## src/rtl/current_switch_ramp_ctrl_pkg.sv

```systemverilog
// Shared types, defaults and helpers for the current-switch ramp controller.
package current_switch_pkg;

   typedef enum logic {IDLE = 1'b0, RAMP = 1'b1} ramp_state_t;

   localparam int unsigned N_ARRAY_DEF = 47;
   localparam int unsigned CODE_W_DEF  = $clog2(N_ARRAY_DEF + 1);

   // Thermometer vector for the default array width: bit i set when i < lvl.
   function automatic logic [N_ARRAY_DEF-1:0] therm(input logic [CODE_W_DEF-1:0] lvl);
      logic [N_ARRAY_DEF-1:0] v;
      v = '0;
      for (int unsigned i = 0; i < N_ARRAY_DEF; i++) begin
         v[i] = (CODE_W_DEF'(i) < lvl);
      end
      return v;
   endfunction

endpackage

```

## src/rtl/current_switch_ramp_ctrl_if.sv

```systemverilog
// Code handshake and switch-array control bundle.
interface current_switch_ramp_ctrl_if #(
   parameter int unsigned N_ARRAY = 47,
   parameter int unsigned CODE_W  = $clog2(N_ARRAY + 1)
);
   logic [CODE_W-1:0]  code_in;
   logic               code_valid;
   logic               code_ready;
   logic [N_ARRAY-1:0] ctrl;
   logic [CODE_W-1:0]  level;
   logic               busy;
   logic               err_range;

   modport master (
      output code_in, code_valid,
      input  code_ready, ctrl, level, busy, err_range
   );

   modport slave (
      input  code_in, code_valid,
      output code_ready, ctrl, level, busy, err_range
   );
endinterface

```

## src/rtl/current_switch_ramp_ctrl_therm_decoder.sv

```systemverilog
// Combinational level-to-thermometer decoder; the caller registers the result.
module therm_decoder #(
   parameter int unsigned N_ARRAY = 47,
   parameter int unsigned CODE_W  = $clog2(N_ARRAY + 1)
) (
   input  logic [CODE_W-1:0]  level_i,
   output logic [N_ARRAY-1:0] ctrl_c_o
);

   // Bit i is on when fewer than level_i switches sit below it.
   always_comb begin
      ctrl_c_o = '0;
      for (int unsigned i = 0; i < N_ARRAY; i++) begin
         ctrl_c_o[i] = (CODE_W'(i) < level_i);
      end
   end

endmodule

```

## src/rtl/current_switch_ramp_ctrl.sv

```systemverilog
// Accepts a target switch count and walks the thermometer ctrl vector toward it,
// one switch per STEP_CYCLES clocks, to bound current steps at the array.
module current_switch_ramp_ctrl
   import current_switch_pkg::*;
#(
   parameter int unsigned N_ARRAY     = N_ARRAY_DEF,
   parameter int unsigned CODE_W      = $clog2(N_ARRAY + 1),
   parameter int unsigned STEP_CYCLES = 10,
   parameter int unsigned RESET_LEVEL = N_ARRAY
) (
   input  logic clk,
   input  logic rst,
   current_switch_ramp_ctrl_if.slave bus_if
);

   localparam int unsigned TMR_W = (STEP_CYCLES > 1) ? $clog2(STEP_CYCLES) : 1;
   localparam logic [TMR_W-1:0]   TMR_RELOAD = TMR_W'(STEP_CYCLES - 1);
   localparam logic [CODE_W-1:0]  LVL_MAX    = CODE_W'(N_ARRAY);
   localparam logic [CODE_W-1:0]  LVL_RESET  = CODE_W'(RESET_LEVEL);
   localparam logic [N_ARRAY-1:0] CTRL_RESET = {N_ARRAY{1'b1}} >> (N_ARRAY - RESET_LEVEL);

   localparam logic [0:0] ST_IDLE = 1'(IDLE);
   localparam logic [0:0] ST_RAMP = 1'(RAMP);

   logic [0:0]         state_q,  state_d;
   logic [CODE_W-1:0]  level_q,  level_d;
   logic [CODE_W-1:0]  target_q, target_d;
   logic [TMR_W-1:0]   tmr_q,    tmr_d;
   logic               err_q,    err_d;
   logic               busy_q;
   logic [N_ARRAY-1:0] ctrl_q;
   logic [N_ARRAY-1:0] ctrl_next_c;
   logic [CODE_W-1:0]  code_clamped_c;
   logic               code_over_c;

   // Decode the next level so ctrl and level land on the same edge.
   therm_decoder #(
      .N_ARRAY (N_ARRAY),
      .CODE_W  (CODE_W)
   ) u_therm (
      .level_i  (level_d),
      .ctrl_c_o (ctrl_next_c)
   );

   // Range-check and clamp the incoming code.
   always_comb begin
      code_over_c    = (bus_if.code_in > LVL_MAX);
      code_clamped_c = code_over_c ? LVL_MAX : bus_if.code_in;
   end

   // Next-state: accept in IDLE, step one switch per timer expiry in RAMP.
   always_comb begin
      state_d  = state_q;
      level_d  = level_q;
      target_d = target_q;
      tmr_d    = tmr_q;
      err_d    = 1'b0;
      unique case (state_q)
         ST_IDLE: begin
            if (bus_if.code_valid) begin
               target_d = code_clamped_c;
               err_d    = code_over_c;
               if (code_clamped_c != level_q) begin
                  state_d = ST_RAMP;
                  tmr_d   = TMR_RELOAD;
               end
            end
         end
         ST_RAMP: begin
            if (tmr_q != '0) begin
               tmr_d = tmr_q - TMR_W'(1);
            end else begin
               tmr_d   = TMR_RELOAD;
               level_d = (target_q > level_q) ? level_q + CODE_W'(1)
                                              : level_q - CODE_W'(1);
               if (level_d == target_q) begin
                  state_d = ST_IDLE;
               end
            end
         end
         default: state_d = ST_IDLE;
      endcase
   end

   // State, datapath and output registers.
   always_ff @(posedge clk or posedge rst) begin
      if (rst) begin
         state_q  <= ST_IDLE;
         level_q  <= LVL_RESET;
         target_q <= LVL_RESET;
         tmr_q    <= '0;
         err_q    <= 1'b0;
         busy_q   <= 1'b0;
         ctrl_q   <= CTRL_RESET;
      end else begin
         state_q  <= state_d;
         level_q  <= level_d;
         target_q <= target_d;
         tmr_q    <= tmr_d;
         err_q    <= err_d;
         busy_q   <= (state_d == ST_RAMP);
         ctrl_q   <= ctrl_next_c;
      end
   end

   // Ready is decoded straight from state so upstream sees it without delay.
   always_comb begin
      bus_if.code_ready = (state_q == ST_IDLE);
      bus_if.ctrl       = ctrl_q;
      bus_if.level      = level_q;
      bus_if.busy       = busy_q;
      bus_if.err_range  = err_q;
   end

endmodule

```

## src/flat_wrapper.sv

```systemverilog
// flat-port wrapper written by rule: the top's interface ports become plain ports
module current_switch_ramp_ctrl_flat import current_switch_pkg::*;
#(
   parameter int unsigned N_ARRAY     = N_ARRAY_DEF,
   parameter int unsigned CODE_W      = $clog2(N_ARRAY + 1),
   parameter int unsigned STEP_CYCLES = 10,
   parameter int unsigned RESET_LEVEL = N_ARRAY
)
  (clk, rst, bus_if_code_in, bus_if_code_valid, bus_if_code_ready, bus_if_ctrl, bus_if_level, bus_if_busy, bus_if_err_range);
  current_switch_ramp_ctrl_if #(.N_ARRAY(N_ARRAY), .CODE_W(CODE_W)) bus_if_i ();
  input  logic clk;
  input  logic rst;
  input wire logic [$bits(bus_if_i.code_in)-1:0] bus_if_code_in;
  input wire logic [$bits(bus_if_i.code_valid)-1:0] bus_if_code_valid;
  output wire logic [$bits(bus_if_i.code_ready)-1:0] bus_if_code_ready;
  output wire logic [$bits(bus_if_i.ctrl)-1:0] bus_if_ctrl;
  output wire logic [$bits(bus_if_i.level)-1:0] bus_if_level;
  output wire logic [$bits(bus_if_i.busy)-1:0] bus_if_busy;
  output wire logic [$bits(bus_if_i.err_range)-1:0] bus_if_err_range;
  assign bus_if_i.code_in = bus_if_code_in;
  assign bus_if_i.code_valid = bus_if_code_valid;
  assign bus_if_code_ready = bus_if_i.code_ready;
  assign bus_if_ctrl = bus_if_i.ctrl;
  assign bus_if_level = bus_if_i.level;
  assign bus_if_busy = bus_if_i.busy;
  assign bus_if_err_range = bus_if_i.err_range;
  current_switch_ramp_ctrl #(.N_ARRAY(N_ARRAY), .CODE_W(CODE_W), .STEP_CYCLES(STEP_CYCLES), .RESET_LEVEL(RESET_LEVEL)) u_core (.clk(clk), .rst(rst), .bus_if(bus_if_i));
endmodule
```

## config.mk

```make
export PLATFORM = sky130hd
export DESIGN_NAME = current_switch_ramp_ctrl_flat
export DESIGN_NICKNAME = d
export VERILOG_FILES = /design/src/rtl/current_switch_ramp_ctrl_pkg.sv /design/src/rtl/current_switch_ramp_ctrl_if.sv /design/src/rtl/current_switch_ramp_ctrl_therm_decoder.sv /design/src/rtl/current_switch_ramp_ctrl.sv /design/src/flat_wrapper.sv
export SDC_FILE = /design/constraint.sdc
export NUM_CORES = 1
export LEC_CHECK = 0
export CORE_MARGIN = 8
export CORE_UTILIZATION = 51
export DETAILED_ROUTE_END_ITERATION = 10
export GPL_TIMING_DRIVEN = 0
export PLACE_DENSITY = 0.83
export SYNTH_ARGS = -nofsm -noshare
export SYNTH_HDL_FRONTEND = slang
export SYNTH_SLANG_ARGS = --single-unit
export TNS_END_PERCENT = 1
```

## constraint.sdc

```tcl
create_clock -name clk -period 4 [get_ports clk]
set_input_delay 1.2 -clock clk [delete_from_list [all_inputs] [get_ports clk]]
set_output_delay 1.2 -clock clk [all_outputs]
set_load 0.02 [all_outputs]
```

* Word level (Yosys, flattened, before mapping)
Index checks and enable logic that the tools add are counted.
** Storage, ports and cells
- Output and inout port bits :: 56
- Logic and storage cells :: 81
- Input port bits :: 9
- Register bits :: 65
** Cells by class
- Equality and inequality tests :: 4
- Mux-type cells :: 15
- Magnitude comparators :: 49
- Reduce and logical (&&, ||, !) cells :: 3
- Bitwise gates (word level) :: 1
- Add/subtract/negate cells :: 3
** Operators with widths (number)
- $lt A5 B6 Y1 const A :: 16
- $lt A6 B6 Y1 const A :: 15
- $lt A4 B6 Y1 const A :: 8
- $lt A3 B6 Y1 const A :: 4
- $mux W6 :: 4
- $lt A1 B6 Y1 const A :: 2
- $lt A2 B6 Y1 const A :: 2
- $mux W4 :: 3
- $pmux W4 S2 :: 1
- $add A6 B1 Y6 const B :: 1
- $eq A6 B6 Y1 :: 1
- $gt A6 B6 Y1 :: 1
- $gt A6 B6 Y1 const B :: 1
- $mux W1 :: 6
- $ne A6 B6 Y1 :: 1
- $sub A6 B1 Y6 const B :: 1
- $reduce_and A2 Y1 :: 2
- $reduce_bool A4 Y1 :: 1
- $sub A4 B1 Y4 const B :: 1
- $ne A2 B1 Y1 const B :: 1
- $ne A2 B2 Y1 const B :: 1
- $pmux W1 S2 :: 1
- $not A1 Y1 :: 1

* Depth between registers and ports, before layout
Gate-level depths: netlist of the first run.
- Depth in word-level cells :: 6
- Mapped depth :: 15
- Mapped depth without buffers :: 14

* Hierarchy
From an unflattened synthesis of the first run, not the netlist that was laid out.
** Second synthesis, totals
- Cells, all modules :: 271
- Area total of the unflattened synthesis :: 2969.1 sq um
** By module, submodules not included
- current_switch_ramp_ctrl :: seq. area each 1697.9 sq um, instances 1, cells each 182, area an instance 2474.9 sq um
- therm_decoder :: seq. area each 0.0 sq um, instances 1, cells each 89, area an instance 494.2 sq um

* Worst setup path before layout of the first run
No wires, ideal clock.
- Path type :: reg-to-reg
- Start point :: register u_core.level_q[2] (netlist: u_core.bus_if.level[2])
- End point :: register u_core.ctrl_q[0] (netlist: u_core.bus_if.ctrl[0])
- Clock period less this slack :: 3542 ps
- Path buffers :: 1
- Data required time :: 3903 ps
- Setup slack :: 458 ps
- Stages on the path, launching flop included :: 15
- Library setup time :: 97 ps
- Arrival time :: 3445 ps
- Path through :: dfstp_2 clkbuf_1 inv_1 ha_1 nand4_1 a21oi_1 o32ai_4 inv_1 fa_1 xor2_1 nor2_1 a21oi_1 inv_1 nor2_1 nand3_1
** On the way
- Cells in the longest elaborated chain, start to end :: 5
- Elaborated cells on any way between the ends :: 7
- Those cells by class :: add/sub: 2; order compare: 2; mux: 3
** RTL lines
- start: declaration :: RTL line current_switch_ramp_ctrl.sv:26 : logic [CODE_W-1:0] level_q, level_d;
- start signal: assignment :: RTL line current_switch_ramp_ctrl.sv:97 : level_q <= level_d;
- $sub A6 B1 Y6 (tied with other cells) :: RTL line current_switch_ramp_ctrl.sv:75 : : level_q - CODE_W'(1);
- $mux W6 :: RTL line current_switch_ramp_ctrl.sv:74 : level_d = (target_q > level_q) ? level_q + CODE_W'(1)
- $mux W6 :: RTL line current_switch_ramp_ctrl.sv:70 : if (tmr_q != '0) begin
- $mux W6 * :: RTL line current_switch_ramp_ctrl.sv:58 : unique case (state_q)
- named net u_core.level_d[2] :: RTL line current_switch_ramp_ctrl.sv:26
- $lt A1 B6 Y1 * :: RTL line current_switch_ramp_ctrl_therm_decoder.sv:14 : ctrl_c_o[i] = (CODE_W'(i) < level_i);
- named net u_core.ctrl_next_c[0] :: RTL line current_switch_ramp_ctrl.sv:32 : logic [N_ARRAY-1:0] ctrl_next_c;
- end signal: assignment :: RTL line current_switch_ramp_ctrl.sv:102 : ctrl_q <= ctrl_next_c;
- end: declaration :: RTL line current_switch_ramp_ctrl.sv:31 : logic [N_ARRAY-1:0] ctrl_q;
The timed path passes the listed nets; every way through them passes the cells marked *.
A chain may end at the register's enable or synchronous reset.

==> flow_summary.json, run 1 <==
{
  "synth_seq_cells": 64,
  "cts_max_level": 3,
  "holdCritStartpoint": "u_core.target_q[0]",
  "synth.area.top_cells": "dfstp_2 49%, dfrtp_1 6.6%, ha_1 5.4%, nand2_1 5.2%, a21oi_1 3.8%",
  "synth_edf_count": 0,
  "num-nets-final": 388,
  "dp_hpwl_mm": 5.13,
  "crit_required_ns": 4.26,
  "cts-root-buf": "clkbuf_8",
  "worst_slew_margin_rel_pct": 58.9,
  "dieArea_um2": 8650,
  "grt-ovfl-total": 0,
  "grt_max_degree": 48,
  "r2r_start": "u_core.bus_if.ctrl[31]",
  "max_freq_ghz": 0.266,
  "postCtsHoldBufs": 0,
  "final_common_cell": "clkdlybuf4s50_1",
  "fin_tns_setup_ns": 0,
  "reg2regPathDepth": 14,
  "final_hold_viol_count": 0,
  "tightest_slew_ns": 0.610,
  "netlist_area_um2": 3030,
  "drv_slew": 0,
  "syn_inst": 287,
  "critPathMaxFanout": 8,
  "ant_nets": 0,
  "yosysSeqAreaShare_pct": 55.3,
  "netlist.area_leader.share_pct": 48.6,
  "die_h_um": 93.0,
  "clock-sinks": 64,
  "gp_congestion": 0.834,
  "netlist.top_cell.by_area": "dfstp_2",
  "dr.pass1.iters": 4,
  "fin_skew_ns": 0.00567,
  "final_cell_mix": "64 x clkdlybuf4s50_1, 56 x dfstp_2, 42 x nand2_1, 24 x nor2_1, 22 x a21oi_1",
  "outcome": "finished clean",
  "cts_made_buffers": 9,
  "end_kind": "flip-flop",
  "drcViolationCount": 0,
  "r2r-end": "u_core.bus_if.ctrl[1]",
  "io_buffer_count": 64,
  "maxCapViolCount": 0,
  "min_path_cells": 2,
  "numPlacedInstances": 427,
  "min_to": "u_core.target_q[0]",
  "avgSynthCellArea_um2": 10.5,
  "regToRegSetupSlack_ns": 0.24,
  "synth_cell_types": 43,
  "clock_latency_ns": 0.35,
  "grt_setup_unrepaired": "no",
  "post-route-min-period_ns": 3.76,
  "io_pins": 65,
  "rows": 28,
  "clk_pin_slew_ns": 0.07,
  "nFillCells": 442,
  "die_x_um": 93.0,
  "crit_path_start_kind": "flip-flop",
  "syn_nets": 310,
  "antenna_found_initial": 0,
  "first_iter_violations": 146,
  "grt.total_usage_pct": 17.1,
  "grt_pass1_vias": 2393,
  "vias": 2361,
  "via_per_inst": 5.31,
  "cts_tree": "yes",
  "drive_above_1_share_pct": 26.5,
  "core_um2": 5820,
  "wl_mm": 6.99,
  "setup_viol": 0,
  "area_growth_pct": 33.2,
  "cts.path.max_buffers": 2,
  "critPathKind": "reg -> reg",
  "synth-async-reset-ratio_pct": 100,
  "period_share_pct": 94.0,
  "hold_class": "reg -> reg",
  "fin_cells": 445,
  "initial_utilization_pct": 52.0,
  "grt_pass1_wl_mm": 11.6,
  "antenna_cells": 0,
  "worstPathArrival_ns": 4.02,
  "wl_per_cell_um": 15.7,
  "ys.flop_type": "dfstp_2",
  "yosysWarnings": 0
}
## layout make-up
cell class / count / area [µm²] / area share, %
Sequential cell: 64 / 1670 / 41.5
Multi-Input combinational cell: 190 / 1200 / 29.8
Timing Repair Buffer: 67 / 676 / 16.8
Clock buffer: 9 / 124 / 3.07
Buffer: 15 / 101 / 2.51
Clock inverter: 7 / 96.3 / 2.39
Tap cell: 75 / 93.8 / 2.33
Inverter: 18 / 67.6 / 1.68
## per-stage QoR
step	instance area, µm²	setup slack [ns]	hold slack (ns)	utilization, %
2_1_floorplan	3030	0.458	0.456	-
3_3_place_gp	3760	-0.105	0.475	64.7
3_5_place_dp	3780	-0.207	0.477	65.0
4_1_cts	4010	0.0219	0.487	68.9
5_1_grt	4030	0.0239	0.514	69.3
6_report	4030	0.240	0.484	69.3
## synth_stat cells (all sizes together), types with 2 or more instances
library cell  count
ha               13
o21ai            19
nor2b             2
dfrtp             8
nand4             2
dfstp            56
inv              18
nand2            42
xnor2            11
nand3            11
nor2             25
a21oi            23
nand2b            4
mux2              4
a31oi             2
nor3              2
xor2              5
a21o              4
buf               9
nor4              2
clkbuf            6
o32ai             2
## repair_timing
action | 4_1_cts | 5_1_grt
endpoints found under the setup margin | 8 | 45
buffers inserted | 0 | 2
gates resized for setup | 2 | 7
pin swaps | 0 | 1
## worst max path at each step
stage	depth (start not counted)	end	from
2_1_floorplan	14	u_core.bus_if.ctrl[0]	u_core.bus_if.level[2]
3_3_place_gp	14	u_core.bus_if.ctrl[2]	u_core.bus_if.level[2]
3_5_place_dp	14	u_core.bus_if.ctrl[1]	u_core.bus_if.level[2]
4_1_cts	14	u_core.bus_if.ctrl[41]	u_core.bus_if.level[2]
5_1_grt	14	u_core.bus_if.ctrl[1]	u_core.bus_if.ctrl[31]
6_report	14	u_core.bus_if.ctrl[1]	u_core.bus_if.ctrl[31]
## worst max-delay path, stage by stage, from the launching register on
cell	delay, ns
dfstp_2	0.54
clkbuf_1	0.26
inv_1	0.08
ha_1	0.31
nand4_1	0.15
a21oi_1	0.10
o32ai_4	0.39
inv_1	0.16
fa_1	0.44
xor2_1	0.26
nor2_1	0.11
a21oi_2	0.29
inv_1	0.21
nor2_4	0.27
nand3_1	0.11
## sequential cells by signal (all words and copies together), names as in the netlist
name	count
u_core.target_q	6
u_core.state_q	1
u_core.bus_if.err_range	1
u_core.bus_if.ctrl	47
u_core.tmr_q	4
u_core.bus_if.level	5
## logic make-up after synthesis
| family | share of synthesized area [%] |
|---|---|
| AND/OR/NAND/NOR | 14.7 |
| flip-flops | 55.3 |
| AO/OA/AOI/OAI | 12.1 |
| buffers and inverters | 5.46 |
| XOR/XNOR | 4.63 |
| adder cells (fa/ha/maj) | 6.04 |
| multiplexers | 1.82 |
## routing by layer
| layer | share of wire, % | GRT usage [%] | routed length (µm) | up-vias |
|---|---|---|---|---|
| met5 | 0 | 0 | 0 | - |
| met4 | 3.3 | 11.5 | 233 | 0 |
| met3 | 5.0 | 4.09 | 349 | 19 |
| met2 | 49 | 26.7 | 3420 | 67 |
| met1 | 43 | 20.6 | 2990 | 1161 |
| li1 | - | - | - | 1114 |
Power of run 1 is not shown: default switching activity piles up to over one toggle a cycle in this logic, so the estimate is an artifact.
==> run 2, diff against run 1 <==
--- a/config.mk
+++ b/config.mk
@@ -6,10 +6,10 @@
 export NUM_CORES = 1
 export LEC_CHECK = 0
 export CORE_MARGIN = 8
-export CORE_UTILIZATION = 51
+export CORE_UTILIZATION = 52
+export CTS_BUF_LIST = sky130_fd_sc_hd__clkbuf_8
 export DETAILED_ROUTE_END_ITERATION = 10
-export GPL_TIMING_DRIVEN = 0
-export PLACE_DENSITY = 0.83
+export PLACE_DENSITY = 0.84
 export SYNTH_ARGS = -nofsm -noshare
 export SYNTH_HDL_FRONTEND = slang
 export SYNTH_SLANG_ARGS = --single-unit
==> run 2 against run 1 <==
  * First-iteration DRC count up 34%
  * Maximum frequency increased by 0.20%
  * Clock skew is 0.0024 ns higher
  * Flip-flop and latch count stayed put
  * Register-to-register slack hardly changed
  * Design area down 2.7%
  * Worst hold slack improved by 0.012 ns
  * Global-route usage grew 1.1 points
  * Wire length grew 4.2%
  * Worst setup slack gained 0.0076 ns
  * Critical endpoint is now u_core.bus_if.ctrl[44]
==> flow_summary.json, run 2 (synthesis gave the netlist of run 1 again) <==
{
  "cts_max_level": 3,
  "wl_per_cell_um": 17.0,
  "max_freq_ghz": 0.267,
  "dieArea_um2": 8510,
  "via_per_inst": 5.48,
  "cp-startpoint": "u_core.bus_if.ctrl[31]",
  "antenna_cells": 0,
  "tightest_slew_ns": 0.675,
  "grt.total_usage_pct": 18.2,
  "wl_mm": 7.28,
  "crit_required_ns": 4.26,
  "grt_max_degree": 32,
  "dr.pass1.iters": 4,
  "largest_register_ffs": 47,
  "final_hold_viol_count": 0,
  "first_iter_violations": 196,
  "end_kind": "flip-flop",
  "post_cts_buffers": 0,
  "io_pins": 65,
  "postCtsHoldBufs": 0,
  "die_h_um": 92.3,
  "gp_congestion": 0.930,
  "hold_class": "reg -> reg",
  "drv_slew": 0,
  "fin_tns_setup_ns": 0,
  "clock_latency_ns": 0.34,
  "crit_cells": 13,
  "fin_ws_ns": 0.248,
  "rows": 27,
  "dp_slack_ns": 0.221,
  "period_share_pct": 93.8,
  "post-route-min-period_ns": 3.75,
  "outcome": "finished clean",
  "r2r-end": "u_core.bus_if.ctrl[44]",
  "regToRegSetupSlack_ns": 0.25,
  "grt-ovfl-total": 0,
  "slowest_delay_ns": 0.66,
  "dp_hpwl_mm": 5.35,
  "core_um2": 5570,
  "final_util_pct": 70.4,
  "cp_top_family": "compound AO/OA/AOI/OAI gates",
  "critPathMaxFanout": 23,
  "fin_skew_ns": 0.00809,
  "antenna_found_initial": 0,
  "reg2regPathDepth": 13,
  "die_x_um": 92.3,
  "num-nets-final": 375,
  "worst-path-buf-inv": 2,
  "cts_tree": "yes",
  "final_cell_mix": "64 x clkdlybuf4s50_1, 56 x dfstp_2, 42 x nand2_1, 24 x nor2_1, 23 x a21oi_1",
  "clk_pin_slew_ns": 0.06,
  "maxCapViolCount": 0,
  "vias": 2353,
  "final_common_cell": "clkdlybuf4s50_1",
  "timing.hold.ws_ns": 0.496,
  "crit_path_start_kind": "flip-flop",
  "ant_nets": 0,
  "postCtsResizedCells": 0,
  "worstPathArrival_ns": 4.01,
  "drcViolationCount": 0,
  "critPathKind": "reg -> reg",
  "drive_above_1_share_pct": 24.6,
  "clock-sinks": 64,
  "initial_utilization_pct": 54.3,
  "area_growth_pct": 29.7,
  "cts.path.max_buffers": 2,
  "cts-root-buf": "clkbuf_8",
  "cp_common_cell": "a21oi_1",
  "io_buffer_count": 64,
  "worst_slew_margin_rel_pct": 54.5,
  "path_cells": "inv_1, ha_1, nand4_1, a21oi_1, o32ai_4, ha_1, a21oi_1, a21oi_1, or3_1, mux2i_2, xnor2_4, buf_4, nor2_1",
  "grt_pass1_wl_mm": 12.2,
  "setup_viol": 0,
  "grt_setup_unrepaired": "no",
  "critPathSlowestCell": "dfstp_2",
  "cp-endpoint": "u_core.bus_if.ctrl[44]",
  "cts_made_buffers": 9,
  "grt_pass1_vias": 2397,
  "r2r_start": "u_core.bus_if.ctrl[31]"
}
run 2: cell types whose count changed in the layout (fill, tap and decap cells not counted), moves of 2 or more:
cell      delta
buf_2        -3
buf_6        -4
clkbuf_1     -3
clkbuf_2     -3
clkinv_4     -2
run 2: cell type report:
cell class                 instances  area [µm²]
clock inverter                     6        60.1
clock buffer                      10         138
fill                             427        1650
inverter                          18        67.6
tap                               72        90.1
sequential                        64        1670
multi-input combinational        190        1220
timing repair buffer              69         678
run 2: worst reg2reg max path: cells and delay by family, from the launching register on:
family | cells | cell delay, ns
fa+ha+maj | 2 | 0.65
buf+inv | 2 | 0.37
xor+xnor | 1 | 0.29
simple gates | 3 | 0.61
flops | 1 | 0.66
compound gates | 4 | 0.82
mux | 1 | 0.28
run 2: worst min-delay path by stage:
stage | depth (start not counted) | to | start | slack, ns
after floorplan | 2 | u_core.target_q[0] | u_core.target_q[0] | 0.46
after global placement | 2 | u_core.target_q[0] | u_core.target_q[0] | 0.49
after detailed placement | 2 | u_core.target_q[0] | u_core.target_q[0] | 0.48
after CTS | 2 | u_core.target_q[0] | u_core.target_q[0] | 0.49
after global routing | 2 | u_core.target_q[0] | u_core.target_q[0] | 0.53
final | 2 | u_core.target_q[0] | u_core.target_q[0] | 0.50
run 2: layer usage:
metal  wire length [µm]  GRT usage (%)  vias to the layer above
met2               3620           28.7                       89
met4                150           9.13                        0
met5                  0              0                        -
li1                   -              -                     1090
met1               2940           21.9                     1163
met3                570           5.79                       11
run 2: stage by stage:
stage | std cells | area [µm²]
after floorplan | 287 | 3030
after global placement | 413 | 3700
after detailed placement | 413 | 3700
after CTS | 429 | 3900
after global routing | 429 | 3920
final | 429 | 3920
Power of run 2 is left out for the same reason.
